**config.mk**
```make
export PLATFORM = sky130hd
export DESIGN_NAME = rca_accumulator_flat
export DESIGN_NICKNAME = d
export VERILOG_FILES = /design/src/rtl/rca_accumulator_pkg.sv /design/src/rtl/rca_accumulator_if.sv /design/src/rtl/RCA.sv /design/src/rtl/rca_accumulator.sv /design/src/flat_wrapper.sv
export SDC_FILE = /design/constraint.sdc
export NUM_CORES = 1
export LEC_CHECK = 0
export CELL_PAD_IN_SITES_DETAIL_PLACEMENT = 0
export CELL_PAD_IN_SITES_GLOBAL_PLACEMENT = 1
export CORE_MARGIN = 1.5
export CORE_UTILIZATION = 38
export DETAILED_ROUTE_END_ITERATION = 10
export PLACE_DENSITY = 0.93
export SLEW_MARGIN = 25
export SYNTH_ARGS = -nofsm -noshare
export SYNTH_HDL_FRONTEND = slang
export SYNTH_SLANG_ARGS = --single-unit
```
**constraint.sdc**
```tcl
create_clock -name clk -period 28.5 [get_ports clk]
set_clock_uncertainty 0.1 [all_clocks]
set_input_delay 8.55 -clock clk [delete_from_list [all_inputs] [get_ports clk]]
set_output_delay 8.55 -clock clk [all_outputs]
set_load 0.02 [all_outputs]
```
**src/rtl/rca_accumulator_pkg.sv**
```systemverilog
// Shared constants for the ripple-carry burst accumulator: default widths and
// the FSM state encoding.
package rca_accumulator_pkg;

  localparam int DEF_WIDTH = 32;
  localparam int DEF_CNT_W = 8;

  typedef logic [1:0] state_t;

  localparam state_t ST_IDLE  = 2'd0;
  localparam state_t ST_ACCUM = 2'd1;
  localparam state_t ST_DONE  = 2'd2;

endpackage : rca_accumulator_pkg

```
**src/rtl/rca_accumulator_if.sv**
```systemverilog
// Burst control, operand stream and result handshake of the accumulator.
// The master drives requests and operands; the slave is the accumulator.
interface rca_accumulator_if
  import rca_accumulator_pkg::*;
#(
  parameter int WIDTH = DEF_WIDTH,
  parameter int CNT_W = DEF_CNT_W
);

  logic             start;
  logic [CNT_W-1:0] len;
  logic             in_valid;
  logic [WIDTH-1:0] in_data;
  logic             in_ready;
  logic             out_valid;
  logic [WIDTH-1:0] out_sum;
  logic             out_carry;
  logic             out_ready;
  logic             busy;

  modport master (
    output start, len, in_valid, in_data, out_ready,
    input  in_ready, out_valid, out_sum, out_carry, busy
  );

  modport slave (
    input  start, len, in_valid, in_data, out_ready,
    output in_ready, out_valid, out_sum, out_carry, busy
  );

endinterface : rca_accumulator_if

```
**src/rtl/RCA.sv**
```systemverilog
// Ripple-carry adder built from a chain of full-adder cells, one per bit.
module RCA #(
  parameter int WIDTH = 32
) (
  input  logic [WIDTH-1:0] a,
  input  logic [WIDTH-1:0] b,
  input  logic             cin,
  output logic [WIDTH-1:0] sum,
  output logic             cout
);

  logic carry;

  // NOTE: blocking assignments are correct here; carry must ripple bit by bit
  // within the same evaluation, and every output gets a value on every path.
  always_comb begin
    carry = cin;
    sum   = '0;
    for (int i = 0; i < WIDTH; i++) begin
      sum[i] = a[i] ^ b[i] ^ carry;
      carry  = (a[i] & b[i]) | (carry & (a[i] ^ b[i]));
    end
  end

  assign cout = carry;

endmodule : RCA

```
**src/rtl/rca_accumulator.sv**
```systemverilog
// Burst accumulator: sums len operands through a single ripple-carry adder and
// presents the wrapped sum with a sticky carry flag until the consumer takes it.
module rca_accumulator
  import rca_accumulator_pkg::*;
#(
  parameter int WIDTH = DEF_WIDTH,
  parameter int CNT_W = DEF_CNT_W
) (
  input  logic               clk,
  input  logic               rst_n,
  rca_accumulator_if.slave   bus
);

  state_t           state_q, state_d;
  logic [WIDTH-1:0] acc_q,   acc_d;
  logic [CNT_W-1:0] cnt_q,   cnt_d;
  logic             carry_q, carry_d;

  logic [WIDTH-1:0] add_sum;
  logic             add_cout;

  RCA #(.WIDTH(WIDTH)) u_rca (
    .a    (acc_q),
    .b    (bus.in_data),
    .cin  (1'b0),
    .sum  (add_sum),
    .cout (add_cout)
  );

  // NOTE: every next-state signal defaults to its current value first, so no
  // branch of the case can leave one unassigned and infer a latch.
  always_comb begin
    state_d = state_q;
    acc_d   = acc_q;
    cnt_d   = cnt_q;
    carry_d = carry_q;
    case (state_q)
      ST_IDLE: begin
        if (bus.start) begin
          acc_d   = '0;
          carry_d = 1'b0;
          cnt_d   = bus.len;
          state_d = (bus.len != '0) ? ST_ACCUM : ST_DONE;
        end
      end
      ST_ACCUM: begin
        if (bus.in_valid) begin
          acc_d   = add_sum;
          carry_d = carry_q | add_cout;
          cnt_d   = cnt_q - CNT_W'(1);
          if (cnt_q == CNT_W'(1)) state_d = ST_DONE;
        end
      end
      ST_DONE: begin
        if (bus.out_ready) state_d = ST_IDLE;
      end
      default: state_d = ST_IDLE;
    endcase
  end

  // NOTE: state registers use non-blocking assignments so all of them update
  // together from values sampled before the edge.
  always_ff @(posedge clk or negedge rst_n) begin
    if (!rst_n) begin
      state_q <= ST_IDLE;
      acc_q   <= '0;
      cnt_q   <= '0;
      carry_q <= 1'b0;
    end else begin
      state_q <= state_d;
      acc_q   <= acc_d;
      cnt_q   <= cnt_d;
      carry_q <= carry_d;
    end
  end

  assign bus.in_ready  = (state_q == ST_ACCUM);
  assign bus.out_valid = (state_q == ST_DONE);
  assign bus.busy      = (state_q != ST_IDLE);
  assign bus.out_sum   = acc_q;
  assign bus.out_carry = carry_q;

endmodule : rca_accumulator

```
**src/flat_wrapper.sv**
```systemverilog
// flat-port wrapper written by rule: the top's interface ports become plain ports
module rca_accumulator_flat import rca_accumulator_pkg::*;
#(
  parameter int WIDTH = DEF_WIDTH,
  parameter int CNT_W = DEF_CNT_W
)
  (clk, rst_n, bus_start, bus_len, bus_in_valid, bus_in_data, bus_out_ready, bus_in_ready, bus_out_valid, bus_out_sum, bus_out_carry, bus_busy);
  rca_accumulator_if #(.WIDTH(WIDTH), .CNT_W(CNT_W)) bus_i ();
  input  logic clk;
  input  logic rst_n;
  input wire logic [$bits(bus_i.start)-1:0] bus_start;
  input wire logic [$bits(bus_i.len)-1:0] bus_len;
  input wire logic [$bits(bus_i.in_valid)-1:0] bus_in_valid;
  input wire logic [$bits(bus_i.in_data)-1:0] bus_in_data;
  input wire logic [$bits(bus_i.out_ready)-1:0] bus_out_ready;
  output wire logic [$bits(bus_i.in_ready)-1:0] bus_in_ready;
  output wire logic [$bits(bus_i.out_valid)-1:0] bus_out_valid;
  output wire logic [$bits(bus_i.out_sum)-1:0] bus_out_sum;
  output wire logic [$bits(bus_i.out_carry)-1:0] bus_out_carry;
  output wire logic [$bits(bus_i.busy)-1:0] bus_busy;
  assign bus_i.start = bus_start;
  assign bus_i.len = bus_len;
  assign bus_i.in_valid = bus_in_valid;
  assign bus_i.in_data = bus_in_data;
  assign bus_i.out_ready = bus_out_ready;
  assign bus_in_ready = bus_i.in_ready;
  assign bus_out_valid = bus_i.out_valid;
  assign bus_out_sum = bus_i.out_sum;
  assign bus_out_carry = bus_i.out_carry;
  assign bus_busy = bus_i.busy;
  rca_accumulator #(.WIDTH(WIDTH), .CNT_W(CNT_W)) u_core (.clk(clk), .rst_n(rst_n), .bus(bus_i));
endmodule
```
==> results of run 1 <==
==> flip-flops by register name, summed over array words and instances (netlist names) <==
name,count
u_core.cnt_q,8
u_core.bus.out_carry,1
u_core.state_q,2
u_core.bus.out_sum,32
==> kinds of logic after synthesis <==
group,Yosys count,share of synthesized area
simple gates,60,0.102
fa+ha+maj,34,0.248
buf+inv,72,0.104
mux,3,0.0113
compound gates,60,0.130
flops,43,0.405
==> per-stage QoR <==
step	instance area [µm²]	setup WS, ns
5_1_grt	3660	6.85
6_report	3660	7.18
2_1_floorplan	2660	7.97
4_1_cts	3650	7.18
3_5_place_dp	3540	6.88
3_3_place_gp	3540	7.11
==> worst min path at each step <==
stage / from / endpoint / slack, ns / depth (start not counted)
finish: u_core.bus.out_sum[25] / u_core.bus.out_sum[25] / 0.42 / 2
global route: u_core.bus.out_sum[25] / u_core.bus.out_sum[25] / 0.45 / 2
CTS: u_core.bus.out_sum[28] / u_core.bus.out_sum[28] / 0.42 / 2
detailed placement: u_core.bus.out_sum[28] / u_core.bus.out_sum[28] / 0.40 / 2
global placement: u_core.bus.out_sum[1] / u_core.bus.out_sum[1] / 0.39 / 2
floorplan: u_core.cnt_q[7] / u_core.cnt_q[7] / 0.38 / 1
==> worst max-delay path, delay by kind of cell <==
family,cells,cell delay [ns]
adders and majority gates,32,12.00
buffers and inverters,3,0.60
AOI/OAI and AO/OA,1,0.21
==> power by group through the flow <==
stage                     Clock [mW]  Sequential (mW)  Combinational (mW)
after global placement             0            0.111               0.182
after CTS                     0.0510            0.112               0.193
after detailed placement           0            0.112               0.192
after global routing          0.0534            0.116               0.215
final                         0.0491            0.112               0.190
after floorplan                    0            0.128              0.0971
==> placed cells by master (no fill, tap or decap) <==
cell             netlist  layout
mux2i_1                3       3
a211oi_1               1       1
a22o_1                 4       4
or3b_1                 1       1
buf_4                  0       2
o21ai_0               34      34
nand2b_2               1       1
nor3b_1                1       1
clkbuf_8               0       6
inv_2                  1       1
a31oi_1                1       1
nor2_1                12      12
or2_1                  1       1
a211o_1                2       2
nand3_1                1       1
and2_1                 1       1
inv_1                 61      61
clkinv_2               0       1
fa_1                  31      31
o21a_1                 1       1
or3_1                  2       2
ha_1                   3       3
clkdlybuf4s50_1        0      79
nor2b_1                1       1
nor4_1                 3       3
nand2_1               34      34
o22a_1                 4       4
nand2b_1               1       1
a21oi_1               12      12
bufinv_16              0       1
or3_4                  1       1
a21boi_0               1       1
dfrtp_1               43      43
==> cell type report <==
type / count / area share
sequential: 43 / 0.294
clock buffer: 6 / 0.0226
multi-input combinational: 157 / 0.357
inverter: 62 / 0.0636
tap: 96 / 0.0328
clock inverter: 2 / 0.00958
timing repair buffer: 81 / 0.220
==> metal layers <==
metal  vias up  wire length (µm)  GRT usage
li1        991                 -          -
met1      1036              2700      0.237
met2        60              2890      0.296
met3         7               402     0.0495
met4         0                49     0.0352
met5         -                 0          0
==> flow_metrics.env, run 1 <==
export IMPL_crit_arrival_ns=21.40
export IMPL_path_class="primary input to flip-flop"
export IMPL_initial_utilization=0.391
export IMPL_vias_per_cell=4.68
export IMPL_multi_input_area_um2=1310
export IMPL_antenna_found_initial=0
export IMPL_row_count=30
export IMPL_combPwrFrac=0.542
export IMPL_r2r_slack_ns=15.51
export IMPL_peakVddDrop_mv=0.0407
export IMPL_finalHoldViolations=0
export IMPL_num_vias=2094
export IMPL_ios=81
export IMPL_h_tree_depth=2
export IMPL_grtUsageTotal=0.179
export IMPL_die_w_um=86.6
export IMPL_reg2reg_from="u_core.bus.out_sum[0]"
export IMPL_holdWs_ns=0.416
export IMPL_cts_made_buffers=5
export IMPL_clk_pin_slew_ns=0.08
export IMPL_synth_most_common_cell="inv_1"
export IMPL_grt_pass1_wl_mm=10.4
export IMPL_drc=0
export IMPL_worstSetupStartpointType="primary input"
export IMPL_fin_crit_sh=0.748
export IMPL_yosys_warnings=0
export IMPL_fin_crit_ns=21.32
export IMPL_pwr_share_clk=0.140
export IMPL_worstMarginPinSlew_ns=0.886
export IMPL_die_y_um=86.6
export IMPL_timing_rr_end="u_core.bus.out_sum[31]"
export IMPL_synth_top_cells_by_count="61 x inv_1, 43 x dfrtp_1, 34 x nand2_1, 34 x o21ai_0, 31 x fa_1"
export IMPL_leakage_nw=1.60
export IMPL_fin_cells=447
export IMPL_status="complete, no violations"
export IMPL_p_total_mw=0.350
export IMPL_grt_max_degree=47
export IMPL_fin_util=0.538
export IMPL_crit_start="bus_in_data[0]"
export IMPL_final_nets=429
export IMPL_dp_hpwl_mm=4.50
export IMPL_wl_mm=6.05
export IMPL_syn_inst=272
export IMPL_cts_repair_resize_count=0
export IMPL_cp_endpoint="u_core.bus.out_sum[31]"
export IMPL_place_inst=439
export IMPL_cts_root_buffer="clkbuf_8"
export IMPL_synthTopCellsByArea="dfrtp_1 41%, fa_1 23%, inv_1 8.6%"
export IMPL_hp_class="flip-flop to flip-flop"
export IMPL_antenna_cells=0
export IMPL_setup_tns_ns=0
export IMPL_cp_required_ns=28.59
export IMPL_post_cts_repair_setup_buffers=0
export IMPL_grt_pass1_vias=2188
export IMPL_clock_path_buffers=2
export IMPL_r2r_cells=35
export IMPL_final_max_slew_violation_count=0
export IMPL_drtIter0Drc=125
export IMPL_p_switching_mw=0.149
export IMPL_endpoint_kind="flip-flop"
export IMPL_synthFlopType="dfrtp_1"
export IMPL_synth_edf_count=0
export IMPL_coreArea_um2=6790
export IMPL_path_max_fanout=1
export IMPL_fillCellCount=631
export IMPL_p_int_mw=0.201
export IMPL_power_density_nw_per_um2=95.8
export IMPL_design_die_area_um2=7500
export IMPL_syn_area_per_cell_um2=9.77
export IMPL_yosysTopAreaCell="dfrtp_1"
export IMPL_ys_seq_elements=43
export IMPL_syn_to_final_growth_pct=37.7
export IMPL_yosysTopAreaCellShare=0.405
export IMPL_cts_sinks=43
export IMPL_slew_headroom=0.408
export IMPL_yosysSeqAreaShare=0.405
export IMPL_firstDrtPassIters=4
export IMPL_gp_congestion=0.745
export IMPL_holdBufCountCts=0
export IMPL_cts_tree="done"
export IMPL_swShare=0.425
export IMPL_cp_slowest_stage_delay_ns=0.46
export IMPL_grt_overflow=0
export IMPL_syn_area_um2=2660
export IMPL_drive_above_1_share=0.0370
export IMPL_p_seq_frac=0.318
export IMPL_synth_nets=351
export IMPL_drtAntennaViolNets=0
export IMPL_seqCellArea_um2=1080
export IMPL_avgRoutedWirePerCell_um=13.5
export IMPL_yosys_cell_types_count=31
export IMPL_io_buffers=80
export IMPL_worst_path_max_delay_cell="clkdlybuf4s50_1"
export IMPL_synthArstFlopShare=1.00
export IMPL_rsz0062_at_grt="no"
export IMPL_final_setup_viol_count=0
export IMPL_drv_cap=0
export IMPL_cpMostUsedCell="fa_1"
export IMPL_clkLatencyLatePin_ns=0.29
export IMPL_max_freq_ghz=0.0469
(Power assumes the default switching activity.)
==> inputs of run 2 (changes only) <==
- CORE_UTILIZATION: 38 -> 35
- PLACE_DENSITY: 0.93 -> 0.88
- clock period: 28.5 -> 20.4 ns (I/O delays scaled with it)
==> run 2 against run 1 <==
  * Total power rose by 33%
  * Largest cell class unchanged
  * Sequential share of layout area rose by 0.34 points
  * Count of clock-buffer cells in the layout did not move
  * Cell area fell by 1.1%
  * Cell count rose by 0.22%
==> flow_metrics.env, run 2 (same netlist as run 1, synthesis figures left out) <==
export IMPL_dp_hpwl_mm=4.25
export IMPL_crit_start="bus_in_data[0]"
export IMPL_holdBufCountCts=0
export IMPL_endpoint_kind="flip-flop"
export IMPL_p_int_mw=0.264
export IMPL_cp_required_ns=20.48
export IMPL_leakage_nw=1.57
export IMPL_holdWs_ns=0.414
export IMPL_design_die_area_um2=8120
export IMPL_drive_above_1_share=0.0287
export IMPL_power_density_nw_per_um2=129
export IMPL_worstSetupStartpointType="primary input"
export IMPL_r2r_cells=35
export IMPL_largest_reg_flops=32
export IMPL_final_max_slew_violation_count=0
export IMPL_rsz0062_at_grt="no"
export IMPL_coreArea_um2=7290
export IMPL_gp_congestion=0.748
export IMPL_drv_cap=0
export IMPL_reg2reg_from="u_core.bus.out_sum[0]"
export IMPL_p_seq_frac=0.330
export IMPL_clock_path_buffers=2
export IMPL_final_common_cell="clkdlybuf4s50_1"
export IMPL_final_nets=429
export IMPL_final_setup_viol_count=0
export IMPL_h_tree_depth=2
export IMPL_row_count=31
export IMPL_cts_root_buffer="clkbuf_8"
export IMPL_cp_slowest_stage_delay_ns=0.46
export IMPL_fillCellCount=706
export IMPL_swShare=0.433
export IMPL_place_ws_ns=1.33
export IMPL_initial_utilization=0.364
export IMPL_peakVddDrop_mv=0.0488
export IMPL_cpMostUsedCell="fa_1"
export IMPL_layout_common_cells="79 x clkdlybuf4s50_1, 61 x inv_1, 43 x dfrtp_1"
export IMPL_io_buffers=80
export IMPL_slew_headroom=0.378
export IMPL_grt_pass1_vias=2122
export IMPL_drtIter0Drc=78
export IMPL_place_inst=442
export IMPL_worstMarginPinSlew_ns=0.931
export IMPL_grt_pass1_wl_mm=9.94
export IMPL_setup_ws_ns=1.62
export IMPL_p_switching_mw=0.202
export IMPL_cts_sinks=43
export IMPL_max_freq_ghz=0.0532
export IMPL_avgRoutedWirePerCell_um=12.8
export IMPL_drc=0
export IMPL_combPwrFrac=0.563
export IMPL_die_w_um=90.1
export IMPL_antenna_found_initial=0
export IMPL_grt_max_degree=47
export IMPL_wl_mm=5.72
export IMPL_hp_class="flip-flop to flip-flop"
export IMPL_fin_cells=448
export IMPL_fin_crit_ns=18.78
export IMPL_pwr_share_clk=0.107
export IMPL_finalHoldViolations=0
export IMPL_clkLatencyLatePin_ns=0.28
export IMPL_vias_per_cell=4.59
export IMPL_cp_endpoint="u_core.bus.out_sum[31]"
export IMPL_path_max_fanout=1
export IMPL_num_vias=2056
export IMPL_grt_overflow=0
export IMPL_status="complete, no violations"
export IMPL_cts_tree="done"
export IMPL_setup_tns_ns=0
export IMPL_ios=81
export IMPL_worst_path_max_delay_cell="clkdlybuf4s50_1"
export IMPL_firstDrtPassIters=4
export IMPL_die_y_um=90.1
export IMPL_clk_pin_slew_ns=0.08
export IMPL_crit_arrival_ns=18.86
export IMPL_timing_rr_end="u_core.bus.out_sum[31]"
export IMPL_antenna_cells=0
export IMPL_path_class="primary input to flip-flop"
export IMPL_cts_made_buffers=5
export IMPL_drtAntennaViolNets=0
export IMPL_post_cts_repair_setup_buffers=0
export IMPL_grtUsageTotal=0.150
export IMPL_cts_repair_resize_count=0
export IMPL_syn_to_final_growth_pct=36.1
export IMPL_r2r_slack_ns=7.52
export IMPL_fin_crit_sh=0.921
## run 2: power groups by stage
stage,Combinational (mW),Sequential [mW],Clock [mW]
finish,0.262,0.154,0.0499
global route,0.297,0.160,0.0557
CTS,0.266,0.154,0.0515
detailed placement,0.264,0.155,0
global placement,0.256,0.155,0
floorplan,0.136,0.178,0
## run 2: per-layer routing
layer | global-route usage | vias to the layer above | part of all wire
met5 | 0 | - | 0
met1 | 0.210 | 983 | 0.47
met4 | 0.0357 | 0 | 0.0065
li1 | - | 998 | -
met3 | 0.0448 | 4 | 0.069
met2 | 0.228 | 71 | 0.45
## run 2: worst min path at each step
stage | startpoint | cells after the start | slack (ns) | endpoint
after global placement | u_core.bus.out_sum[1] | 2 | 0.39 | u_core.bus.out_sum[1]
after global routing | u_core.cnt_q[7] | 1 | 0.44 | u_core.cnt_q[7]
after detailed placement | u_core.bus.out_sum[25] | 2 | 0.40 | u_core.bus.out_sum[25]
final | u_core.bus.out_sum[2] | 2 | 0.41 | u_core.bus.out_sum[2]
after CTS | u_core.bus.out_sum[3] | 2 | 0.42 | u_core.bus.out_sum[3]
after floorplan | u_core.cnt_q[7] | 1 | 0.38 | u_core.cnt_q[7]
## run 2: critical path: cells and delay by family
family | cells | cell delay [ns]
buffers and inverters | 3 | 0.58
adder cells (fa/ha/maj) | 32 | 11.92
AO/OA/AOI/OAI | 1 | 0.22
## run 2: layout make-up
class / instances / area, µm² / area share
Inverter: 62 / 233 / 0.0644
Clock buffer: 6 / 72.6 / 0.0201
Multi-Input combinational cell: 157 / 1310 / 0.361
Tap cell: 99 / 124 / 0.0343
Timing Repair Buffer: 81 / 806 / 0.223
Sequential cell: 43 / 1080 / 0.298
## run 2: stage by stage
| step | power, mW | cell area [µm²] | utilization |
|---|---|---|---|
| after floorplan | 0.314 | 2660 | - |
| after global placement | 0.410 | 3540 | 0.486 |
| after detailed placement | 0.419 | 3540 | 0.486 |
| after CTS | 0.472 | 3610 | 0.496 |
| after global routing | 0.513 | 3620 | 0.496 |
| final | 0.466 | 3620 | 0.496 |
==> inputs of run 3 (changes only) <==
- PLACE_DENSITY: 0.88 -> not set
- PLACE_DENSITY_LB_ADDON: not set -> 0.1
==> run 3 against run 2 <==
  * Combinational power barely moved
  * Critical path depth is the same
  * First-iteration DRC count grew 28%
  * Total power is 2.0% higher
  * Cell area grew 0.55%
  * Clock power grew 22%
  * Worst hold slack worse by 0.0012 ns
  * Non-clock buffer count fell by 1
  * Global-route usage increased by 1.1 points
  * Largest cell class unchanged
  * Setup slack improved by 0.036 ns
  * Critical path type unchanged
  * Highest routed layer unchanged
==> flow_metrics.env, run 3 (same netlist as run 1, synthesis figures left out) <==
export IMPL_peakVddDrop_mv=0.0430
export IMPL_hp_class="flip-flop to flip-flop"
export IMPL_die_y_um=90.1
export IMPL_drtAntennaViolNets=0
export IMPL_cts_made_buffers=5
export IMPL_p_seq_frac=0.326
export IMPL_r2r_slack_ns=7.54
export IMPL_wl_mm=5.89
export IMPL_final_nets=428
export IMPL_reg2reg_from="u_core.bus.out_sum[0]"
export IMPL_setup_tns_ns=0
export IMPL_drtIter0Drc=100
export IMPL_clock_path_buffers=2
export IMPL_cp_required_ns=20.49
export IMPL_firstDrtPassIters=4
export IMPL_fin_util=0.499
export IMPL_antenna_found_initial=0
export IMPL_post_cts_repair_setup_buffers=0
export IMPL_leakage_nw=1.58
export IMPL_final_setup_viol_count=0
export IMPL_fin_crit_ns=18.74
export IMPL_fillCellCount=727
export IMPL_ios=81
export IMPL_crit_start="bus_in_data[0]"
export IMPL_drive_above_1_share=0.0343
export IMPL_worst_path_max_delay_cell="clkdlybuf4s50_1"
export IMPL_coreArea_um2=7290
export IMPL_holdBufCountCts=0
export IMPL_io_buffers=80
export IMPL_drc=0
export IMPL_initial_utilization=0.364
export IMPL_p_switching_mw=0.205
export IMPL_gp_congestion=0.790
export IMPL_die_w_um=90.1
export IMPL_row_count=31
export IMPL_cpMostUsedCell="fa_1"
export IMPL_swShare=0.431
export IMPL_max_freq_ghz=0.0533
export IMPL_cp_endpoint="u_core.bus.out_sum[31]"
export IMPL_cts_repair_resize_count=0
export IMPL_syn_to_final_growth_pct=36.9
export IMPL_post_dp_cell_area_um2=3530
export IMPL_vias_per_cell=4.51
export IMPL_p_int_mw=0.270
export IMPL_antenna_cells=0
export IMPL_slew_headroom=0.396
export IMPL_drv_cap=0
export IMPL_power_density_nw_per_um2=131
export IMPL_timing_rr_end="u_core.bus.out_sum[31]"
export IMPL_cts_root_buffer="clkbuf_8"
export IMPL_rsz0062_at_grt="no"
export IMPL_endpoint_kind="flip-flop"
export IMPL_num_vias=2026
export IMPL_finalHoldViolations=0
export IMPL_grt_pass1_wl_mm=10.5
export IMPL_fin_crit_sh=0.919
export IMPL_clkLatencyLatePin_ns=0.29
export IMPL_grt_max_degree=47
export IMPL_design_area_um2=3640
export IMPL_grtUsageTotal=0.161
export IMPL_cp_slowest_stage_delay_ns=0.46
export IMPL_place_inst=441
export IMPL_avgRoutedWirePerCell_um=13.1
export IMPL_grt_overflow=0
export IMPL_layout_common_cells="79 x clkdlybuf4s50_1, 61 x inv_1, 43 x dfrtp_1"
export IMPL_path_class="primary input to flip-flop"
export IMPL_final_common_cell="clkdlybuf4s50_1"
export IMPL_path_max_fanout=1
export IMPL_final_max_slew_violation_count=0
export IMPL_worstSetupStartpointType="primary input"
export IMPL_multi_input_area_um2=1310
export IMPL_dp_hpwl_mm=4.34
export IMPL_cts_sinks=43
export IMPL_crit_arrival_ns=18.83
export IMPL_clk_pin_slew_ns=0.08
export IMPL_pwr_share_clk=0.128
export IMPL_status="complete, no violations"
export IMPL_seqCellArea_um2=1080
export IMPL_p_total_mw=0.475
export IMPL_cts_tree="done"
export IMPL_combPwrFrac=0.546
export IMPL_design_die_area_um2=8120
export IMPL_grt_pass1_vias=2136
export IMPL_h_tree_depth=2
export IMPL_largest_reg_flops=32
export IMPL_worstMarginPinSlew_ns=0.906
export IMPL_fin_cells=449
export IMPL_r2r_cells=35
run 3: cell types whose count changed in the layout (fill, tap and decap cells not counted), sizes merged:
| cell | before | now |
|---|---|---|
| buf | 2 | 1 |
| clkbuf | 6 | 8 |
run 3: routing by layer:
layer | GRT usage | up-vias | part of all wire
li1 | - | 993 | -
met1 | 0.228 | 971 | 0.48
met2 | 0.237 | 55 | 0.44
met3 | 0.0508 | 7 | 0.071
met4 | 0.0476 | 0 | 0.010
met5 | 0 | - | 0
run 3: how the worst min path moves through the flow:
| stage | cells past startpoint | startpoint | slack [ns] | end |
|---|---|---|---|---|
| 2_1_floorplan | 1 | u_core.cnt_q[7] | 0.38 | u_core.cnt_q[7] |
| 5_1_grt | 1 | u_core.cnt_q[7] | 0.45 | u_core.cnt_q[7] |
| 6_report | 2 | u_core.bus.out_sum[6] | 0.41 | u_core.bus.out_sum[6] |
| 3_3_place_gp | 2 | u_core.bus.out_sum[6] | 0.39 | u_core.bus.out_sum[6] |
| 4_1_cts | 2 | u_core.bus.out_sum[6] | 0.42 | u_core.bus.out_sum[6] |
| 3_5_place_dp | 2 | u_core.bus.out_sum[6] | 0.40 | u_core.bus.out_sum[6] |
run 3: layout make-up:
class / instances / share of cell area
Timing Repair Buffer: 80 / 0.220
Multi-Input combinational cell: 157 / 0.359
Tap cell: 99 / 0.0341
Clock buffer: 8 / 0.0275
Sequential cell: 43 / 0.296
Inverter: 62 / 0.0640
run 3: critical path, delay by kind of cell:
kind	cells	cell delay, ns
AOI/OAI and AO/OA	1	0.21
buffers and inverters	3	0.59
adders and majority gates	32	11.92
run 3: stage by stage:
stage	hold slack [ns]	setup slack, ns
2_1_floorplan	0.383	2.30
3_3_place_gp	0.387	1.41
3_5_place_dp	0.397	1.34
4_1_cts	0.418	1.61
5_1_grt	0.446	1.27
6_report	0.413	1.66
run 3: power groups by stage:
stage	clock (mW)	combinational [mW]	sequential, mW
after global placement	0	0.259	0.156
after floorplan	0	0.136	0.178
after detailed placement	0	0.264	0.156
after CTS	0.0629	0.265	0.155
after global routing	0.0660	0.298	0.162
final	0.0607	0.259	0.155
